**src/rtl/flash_pkg.sv**
```systemverilog
// Shared types and helpers for the Wishbone NOR-flash reader with one-word prefetch.
package flash_pkg;

  typedef enum logic [2:0] {
    IDLE,
    READ,
    ACK,
    HIT,
    PF,
    ERR
  } state_t;

  localparam int DEFAULT_WAIT_CYCLES = 5;

  function automatic int beats(input int dw);
    return 32 / dw;
  endfunction

  // Byte offset of beat k within a 32-bit word for a dw-bit wide flash.
  function automatic logic [1:0] beat_lsb(input int k, input int dw);
    return 2'(k * (dw / 8));
  endfunction

endpackage

```
**src/rtl/flash_beat_seq.sv**
```systemverilog
// Wait-state / beat counter: holds each flash address WAIT_CYCLES cycles and
// strobes the sample on the last cycle of every beat.
module flash_beat_seq #(
  parameter int N_BEATS     = 4,
  parameter int WAIT_CYCLES = 5,
  parameter int BEAT_W      = 2
) (
  input  logic              clk,
  input  logic              srst,
  input  logic              start,
  input  logic              abort,
  output logic [BEAT_W-1:0] beat,
  output logic              sample,
  output logic              done
);

  localparam int WAIT_W = $clog2(WAIT_CYCLES + 1);

  logic              active_reg;
  logic [WAIT_W-1:0] wait_reg;
  logic [BEAT_W-1:0] beat_reg;

  assign sample = active_reg && (wait_reg == WAIT_W'(WAIT_CYCLES - 1));
  assign done   = sample && (beat_reg == BEAT_W'(N_BEATS - 1));
  assign beat   = beat_reg;

  // start wins over abort so a cancelled read can restart in the same cycle
  always_ff @(posedge clk) begin
    if (srst) begin
      active_reg <= 1'b0;
      wait_reg   <= '0;
      beat_reg   <= '0;
    end else if (start) begin
      active_reg <= 1'b1;
      wait_reg   <= '0;
      beat_reg   <= '0;
    end else if (abort) begin
      active_reg <= 1'b0;
    end else if (active_reg) begin
      if (sample) begin
        wait_reg <= '0;
        if (done) active_reg <= 1'b0;
        else      beat_reg   <= beat_reg + 1'b1;
      end else begin
        wait_reg <= wait_reg + 1'b1;
      end
    end
  end

endmodule

```
**src/rtl/wb_flash_prefetch.sv**
```systemverilog
// Wishbone read-only slave for 8/16-bit parallel NOR flash, big-endian beat
// assembly, with a one-word sequential read-ahead buffer.
module wb_flash_prefetch
  import flash_pkg::*;
#(
  parameter int FLASH_DW    = 8,
  parameter int ADDR_W      = 22,
  parameter int WAIT_CYCLES = DEFAULT_WAIT_CYCLES,
  parameter int PREFETCH    = 1
) (
  input  logic                wb_clk_i,
  input  logic                wb_rst_i,
  input  logic [31:0]         wb_adr_i,
  input  logic [31:0]         wb_dat_i,
  input  logic [3:0]          wb_sel_i,
  input  logic                wb_we_i,
  input  logic                wb_stb_i,
  input  logic                wb_cyc_i,
  output logic [31:0]         wb_dat_o,
  output logic                wb_ack_o,
  output logic                wb_err_o,
  output logic [ADDR_W-1:0]   flash_adr_o,
  input  logic [FLASH_DW-1:0] flash_dat_i,
  output logic                flash_rst,
  output logic                flash_oe,
  output logic                flash_ce,
  output logic                flash_we,
  output logic                flash_byte_cfg
);

  localparam int N      = beats(FLASH_DW);
  localparam int BEAT_W = (N > 1) ? $clog2(N) : 1;
  localparam int WORD_W = ADDR_W - 2;

  state_t              state_reg, state_next;
  logic [WORD_W-1:0]   word_reg, tag_reg;
  logic [31:0]         buf_reg, dat_reg, buf_merged;
  logic                buf_valid_reg;
  logic [ADDR_W-1:0]   adr_reg;

  logic                acc, start_read, start_pf, seq_abort;
  logic                load_hit, pf_forward, pf_store, buf_clear;
  logic [WORD_W-1:0]   req_word, next_word;
  logic [BEAT_W-1:0]   seq_beat;
  logic                seq_sample, seq_done;
  logic [N-1:0]        beat_hit;
  logic                unused_inputs;

  assign unused_inputs = &{1'b0, wb_dat_i, wb_sel_i, wb_adr_i[1:0], wb_adr_i[31:ADDR_W]};

  assign acc       = wb_cyc_i & wb_stb_i;
  assign req_word  = wb_adr_i[ADDR_W-1:2];
  assign next_word = word_reg + WORD_W'(1);

  assign wb_dat_o       = dat_reg;
  assign wb_ack_o       = (state_reg == ACK) || (state_reg == HIT);
  assign wb_err_o       = (state_reg == ERR);
  assign flash_adr_o    = adr_reg;
  assign flash_rst      = !wb_rst_i;
  assign flash_ce       = !((state_reg == READ) || (state_reg == PF));
  assign flash_oe       = flash_ce;
  assign flash_we       = 1'b1;
  assign flash_byte_cfg = (FLASH_DW == 16);

  flash_beat_seq #(
    .N_BEATS    (N),
    .WAIT_CYCLES(WAIT_CYCLES),
    .BEAT_W     (BEAT_W)
  ) u_seq (
    .clk   (wb_clk_i),
    .srst  (wb_rst_i),
    .start (start_read | start_pf),
    .abort (seq_abort),
    .beat  (seq_beat),
    .sample(seq_sample),
    .done  (seq_done)
  );

  genvar gi;
  generate
    for (gi = 0; gi < N; gi++) begin : g_beat
      assign beat_hit[gi] = seq_sample && (seq_beat == BEAT_W'(gi));
    end
  endgenerate

  // The last beat always fills the lowest lane, so a finishing prefetch can
  // be forwarded straight to the bus in its completion cycle.
  always_comb begin
    buf_merged = {buf_reg[31:FLASH_DW], flash_dat_i};
  end

  always_ff @(posedge wb_clk_i) begin
    if (wb_rst_i) state_reg <= IDLE;
    else          state_reg <= state_next;
  end

  always_comb begin
    state_next = state_reg;
    start_read = 1'b0;
    start_pf   = 1'b0;
    seq_abort  = 1'b0;
    load_hit   = 1'b0;
    pf_forward = 1'b0;
    pf_store   = 1'b0;
    buf_clear  = 1'b0;
    case (state_reg)
      IDLE: begin
        if (acc) begin
          if (wb_we_i) begin
            state_next = ERR;
          end else if (buf_valid_reg && (tag_reg == req_word)) begin
            state_next = HIT;
            load_hit   = 1'b1;
          end else begin
            state_next = READ;
            start_read = 1'b1;
          end
        end
      end
      READ: begin
        if (!acc) begin
          state_next = IDLE;
          seq_abort  = 1'b1;
          buf_clear  = 1'b1;
        end else if (seq_done) begin
          state_next = ACK;
        end
      end
      ACK, HIT: begin
        buf_clear = (state_reg == HIT);
        if (PREFETCH != 0) begin
          state_next = PF;
          start_pf   = 1'b1;
        end else begin
          state_next = IDLE;
        end
      end
      PF: begin
        if (acc && (wb_we_i || (req_word != word_reg))) begin
          seq_abort = 1'b1;
          buf_clear = 1'b1;
          if (wb_we_i) begin
            state_next = ERR;
          end else begin
            state_next = READ;
            start_read = 1'b1;
          end
        end else if (seq_done) begin
          if (acc) begin
            state_next = ACK;
            pf_forward = 1'b1;
          end else begin
            state_next = IDLE;
            pf_store   = 1'b1;
          end
        end
      end
      ERR:     state_next = IDLE;
      default: state_next = IDLE;
    endcase
  end

  always_ff @(posedge wb_clk_i) begin
    if (wb_rst_i) begin
      dat_reg       <= '0;
      buf_reg       <= '0;
      buf_valid_reg <= 1'b0;
      tag_reg       <= '0;
      word_reg      <= '0;
      adr_reg       <= '0;
    end else begin
      for (int k = 0; k < N; k++) begin
        if (beat_hit[k] && (state_reg == READ)) dat_reg[31-k*FLASH_DW -: FLASH_DW] <= flash_dat_i;
        if (beat_hit[k] && (state_reg == PF))   buf_reg[31-k*FLASH_DW -: FLASH_DW] <= flash_dat_i;
      end
      if (seq_sample && !seq_done)
        adr_reg <= {word_reg, beat_lsb(int'(seq_beat) + 1, FLASH_DW)};
      if (load_hit)   dat_reg <= buf_reg;
      if (pf_forward) dat_reg <= buf_merged;
      if (pf_store) begin
        buf_valid_reg <= 1'b1;
        tag_reg       <= word_reg;
      end
      if (buf_clear) buf_valid_reg <= 1'b0;
      if (load_hit)  word_reg <= req_word;
      if (start_read) begin
        word_reg <= req_word;
        adr_reg  <= {req_word, 2'b00};
      end
      if (start_pf) begin
        word_reg      <= next_word;
        adr_reg       <= {next_word, 2'b00};
        buf_valid_reg <= 1'b0;
      end
    end
  end

endmodule

```
**config.mk**
```make
export PLATFORM = sky130hd
export DESIGN_NAME = wb_flash_prefetch
export DESIGN_NICKNAME = d
export VERILOG_FILES = /design/src/rtl/flash_pkg.sv /design/src/rtl/flash_beat_seq.sv /design/src/rtl/wb_flash_prefetch.sv
export SDC_FILE = /design/constraint.sdc
export NUM_CORES = 1
export LEC_CHECK = 0
export CORE_ASPECT_RATIO = 1.4
export CORE_MARGIN = 3
export CORE_UTILIZATION = 56
export DETAILED_ROUTE_END_ITERATION = 10
export GPL_TIMING_DRIVEN = 0
export PLACE_DENSITY = 0.86
export SYNTH_ARGS = -nofsm -noshare
export SYNTH_HDL_FRONTEND = slang
export SYNTH_SLANG_ARGS = --single-unit
```
**constraint.sdc**
```tcl
create_clock -name wb_clk_i -period 3.7 [get_ports wb_clk_i]
set_clock_uncertainty 0.05 [all_clocks]
set_input_delay 0.37 -clock wb_clk_i [delete_from_list [all_inputs] [get_ports wb_clk_i]]
set_output_delay 0.37 -clock wb_clk_i [all_outputs]
set_load 0.005 [all_outputs]
```
# Yosys cells after proc, flatten, opt, wreduce, memory -nomap -nowiden
# Index checks and enable logic that the tools add are counted.
# totals
regBits	136
in_bits	81
word_cells	126
# classes
bitwise_logic	4
addsub	4
eq_ne	14
muxes	50
n_reduce_logical	37
# ops
op	count
$mux 22	3
$mux 32	2
$mux 20	3
$mux 8	4
$mux 1	24
$mux 3	8
$add 20x1->20 const B	1
$eq 20x20->1	1
$ne 20x20->1	1
$reduce_bool 3->1	6
$logic_and 1x1->1	16
$pmux 3 s4	1
$eq 3x3->1 const B	3
$eq 3x2->1 const B	2
$ne 3x3->1 const B	2
$reduce_or 3->1	2
$add 2x1->2 const B	2
$eq 2x2->1 const B	2
$mux 2	2
$pmux 1 s2	2
$reduce_and 4->1	1
$reduce_or 2->1	2
$add 3x1->3 const B	1
$eq 3x1->1 const B	1
12 further kinds	17

# Longest topological paths before layout
# Gate-level depths: netlist (run 1).
# logic_depth
depth_word	9
mapped_depth	10

# Cells and area by module
# Synthesis (run 1) repeated with hierarchy kept, for this count alone.
# unflattened
hier_cells	803
hier_area_um2	7215.7
# by_module_without_submodules
mod	area_per_inst_um2	cells_per_inst	n_inst
wb_flash_prefetch	6896.6	766	1
flash_beat_seq	319.1	37	1

# Worst setup path before layout (run 1)
# Ideal clock, no wire load.
# synth_timing
kind	register to register
startpoint	reg word_reg[0]
endpoint	reg adr_reg[17], in the netlist flash_adr_o[17]
setup_ps	86
synth_period_minus_slack_ps	2300
path_stages_with_launch	11
path_buffers	3
t_required_ps	3564
slack_ps	1400
t_arrival_ps	2164
cell_sequence	dfxtp_1 clkbuf_1 xor2_1 nor4_1 nand4_1 nor4_4 a21o_1 buf_4 buf_6 o211ai_1 a221oi_2
# synth_via
elab_chain_cells	7
elab_cells_between_ends	9
classes_between	add/sub (1); eq/ne (1); mux (4); reduce/logical (3)
# synth_lines
element	line_no	source
start: declaration	wb_flash_prefetch.sv:36	logic [WORD_W-1:0] word_reg, tag_reg;
start signal: assignment	wb_flash_prefetch.sv:185	if (load_hit) word_reg <= req_word;
start signal: assignment	wb_flash_prefetch.sv:187	word_reg <= req_word;
start signal: assignment	wb_flash_prefetch.sv:191	word_reg <= next_word;
$ne 20x20->1	wb_flash_prefetch.sv:139	if (acc && (wb_we_i || (req_word != word_reg))) begin
$logic_or 1x1->1	wb_flash_prefetch.sv:139	
$logic_and 1x1->1	wb_flash_prefetch.sv:139	
$mux 1	wb_flash_prefetch.sv:139	
$pmux 1 s2	wb_flash_prefetch.sv:106	case (state_reg)
$mux 22	wb_flash_prefetch.sv:186	if (start_read) begin
$mux 22	wb_flash_prefetch.sv:190	if (start_pf) begin
end signal: assignment	wb_flash_prefetch.sv:177	adr_reg <= {word_reg, beat_lsb(int'(seq_beat) + 1, FLASH_DW)};
end signal: assignment	wb_flash_prefetch.sv:188	adr_reg <= {req_word, 2'b00};
end signal: assignment	wb_flash_prefetch.sv:192	adr_reg <= {next_word, 2'b00};
end: declaration	wb_flash_prefetch.sv:39	logic [ADDR_W-1:0] adr_reg;
# Parallel ways exist; a longest one is shown, timed or not.
# A chain may end at the register's enable or synchronous reset.

# Final worst setup path (run 1)
# layout_timing
startpoint	reg state_reg[1]
endpoint	out wb_ack_o
# layout_via
elab_chain_cells	2
elab_cells_between_ends	3
classes_between	eq/ne (2); reduce/logical (1)
# layout_lines
element	line_no	source
start: declaration	wb_flash_prefetch.sv:35	state_t state_reg, state_next;
start signal: assignment	wb_flash_prefetch.sv:94	else state_reg <= state_next;
$eq 3x2->1	wb_flash_prefetch.sv:56	assign wb_ack_o = (state_reg == ACK) || (state_reg == HIT);
$logic_or 1x1->1 *	wb_flash_prefetch.sv:56	
end: declaration	wb_flash_prefetch.sv:20	output logic wb_ack_o,
# Every way passes the cells marked *; elsewhere a longest branch is shown, timed or not.

==> results.ini, run 1 <==
[placement]
place_ws_ns = 0.0906
dp_hpwl_um = 16300
postPlaceCellArea_sq_um = 8070
gp_congestion = 0.984
portBuffers = 90

[layout]
final.fill_count = 953
final_cell_mix = 192 x nand2_1, 136 x dfxtp_1, 114 x a21oi_1, 90 x clkdlybuf4s50_1, 57 x clkbuf_1
area_growth_pct = 24.0
stdcell_area_sq_um = 8660
post-route-util_pct = 72.2
drive_gt1_share_pct = 8.78
antenna_cells = 0
final_common_cell = nand2_1
nets = 1089

[yosys]
ys_seq_area_share_pct = 39.0
synth_cells = 892
synth_ff_type = dfxtp_1
ys_seq_elements = 136
synth_area_leader_cell = dfxtp_1
avgSynthCellArea_sq_um = 7.83
synth_cell_types = 50
synth_async_sr_flop_share_pct = 0
yosysWarnings = 0
syn_nets = 980
synth-edff-count = 0
synth_area_sq_um = 6990
netlist.area_leader.share_pct = 39.0
yosys-top-cells-area = dfxtp_1 39%, nand2_1 10%, a21oi_1 8.2%, xor2_1 5.1%, mux2_2 3.9%

[cts]
ctsHoldBuffers = 0
postCtsSetupBuffers = 0
post_cts_resized = 0
cts-root-buf = clkbuf_16
h-tree-depth = 4
cts_sinks = 136
clk_pin_slew_ns = 0.06
cts_buffers = 17
cts_tree = yes
clockBufferDepth = 2
clk_latency_ns = 0.43

[die]
die_h_um = 138
placementRows = 47
io_pins = 142
dieArea_sq_um = 13900
die_x_um = 100
start_util_pct = 58.2
core_area_sq_um = 12000

[timing]
slew_headroom_pct = 31.2
fin_tns_setup_ns = 0
worst_slew_pin_slew_ns = 1.02
fin_crit_sh_pct = 96.4
fmax_ghz = 0.280
drv_slew = 0
hold_violations = 0
fin_ws_ns = 0.132
rsz0062_at_grt = false
min_period_ns = 3.57
setup_viol = 0

[status]
status = completed

[critical_path]
crit_path_end_kind = primary output
critical_path_required_ns = 3.28
cp-start-kind = flip-flop
crit_path_max_fanout = 10
cp_data_arrival_time_ns = 3.15
crit_type = flip-flop to primary output

[detailed_routing]
vias = 7294
drtIter0Drc = 650
wl_per_cell_um = 19.8
wirelength_um = 23000
vias_per_cell = 6.28
firstDrtPassIters = 7
drcViolationCount = 0
antenna_left = 0

[global_route]
grt_pass1_vias = 7040
grt.total_usage_pct = 32.9
grt_max_degree = 17
grt_overflow_total = 0
antenna_found_initial = 0
grt_pass1_wl_um = 36300

[power]
p_leak_nw = 3.07
irDropWorstVdd_mv = 0.271
power_density_nw_per_um2 = 410

[run]
max_cap_violations = 0

[hold_path]
hold_path.class = flip-flop to flip-flop

## metal layers
metal | track usage (%) | wire [um] | vias to the layer above
li1 | - | - | 3349
met1 | 36.7 | 8130 | 3348
met2 | 55.5 | 11200 | 455
met3 | 5.85 | 1820 | 142
met4 | 23.2 | 1830 | 0
met5 | 0 | 0 | -
## path summary, 6_finish.rpt
kind / startpoint / endpoint / slack (ns) / cells after the start
worst max-delay path: state_reg[1] / wb_ack_o / 0.13 / 6
worst min-delay path: buf_reg[4] / buf_reg[4] / 0.41 / 2
worst max register to register: word_reg[11] / flash_adr_o[3] / 0.35 / 8
worst min register to register: buf_reg[4] / buf_reg[4] / 0.41 / 2
## area by class of cell
type,instances,area [sq um],share of cell area (%)
Sequential cell,136,2720,31.4
Multi-Input combinational cell,669,3890,44.9
Buffer,79,343,3.96
Clock inverter,15,166,1.92
Inverter,8,30.0,0.347
Tap cell,147,184,2.12
Timing Repair Buffer,90,901,10.4
Clock buffer,17,425,4.91
## logic make-up (layout without fill, tap and decap cells)
logic type / Yosys count / after routing / share of synthesized area [%]
xor+xnor: 58 / 58 / 7.27
mux: 41 / 41 / 6.30
fa+ha+maj: 7 / 7 / 1.25
flops: 136 / 136 / 39.0
other cells: 2 / 2 / 0.107
simple gates: 351 / 351 / 22.4
buf+inv: 87 / 209 / 5.34
compound gates: 210 / 210 / 18.4
## cell usage after synthesis, types with 3 or more instances
cell         n
nand2_1    192
dfxtp_1    136
a21oi_1    114
clkbuf_1    57
xor2_1      41
nand3_1     40
nor2_1      38
nor3_1      28
mux2_2      24
o21ai_0     21
mux2i_1     17
nand4_1     17
xnor2_1     17
buf_2       16
a211oi_1    12
nor4_1      11
o32ai_1      9
a31oi_1      8
inv_1        8
a31o_2       7
ha_1         7
nand2b_1     6
o221ai_1     6
buf_4        5
o22ai_1      5
or3_1        5
a2111oi_0    4
and2_1       4
nor3b_1      4
o211a_1      3
o211ai_1     3
## critical path, stage by stage, from the launching register on
cell and delay, ns:
dfxtp_1 0.30, clkbuf_1 0.34, nand2b_1 0.24, inv_1 0.20, clkbuf_1 0.47, clkbuf_1 0.55, clkdlybuf4s50_1 0.62
## report_power, final
part	total (mW)	internal, mW	switching [mW]
registers	1.50	1.49	0.0125
logic	0.334	0.130	0.204
clock network	1.72	1.01	0.712
total	3.55	2.63	0.928
## per-stage QoR
| step | hold WS (ns) | power, mW | instances |
|---|---|---|---|
| CTS | 0.405 | 3.54 | 1161 |
| detailed placement | 0.396 | 1.86 | 1129 |
| global route | 0.427 | 3.64 | 1161 |
| global placement | 0.392 | 1.85 | 1129 |
| finish | 0.406 | 3.55 | 1161 |
| floorplan | 0.386 | 1.70 | 892 |
No activity file was read; power rests on OpenSTA's default activity.
==> run 2, diff against run 1 <==
--- a/config.mk
+++ b/config.mk
@@ -8,6 +8,7 @@
 export CORE_ASPECT_RATIO = 1.4
 export CORE_MARGIN = 3
 export CORE_UTILIZATION = 56
+export CTS_CLUSTER_SIZE = 16
 export DETAILED_ROUTE_END_ITERATION = 10
 export GPL_TIMING_DRIVEN = 0
 export PLACE_DENSITY = 0.86
==> results of run 2 <==
The final DEF is identical to that of run 1; final timing and power are the same.
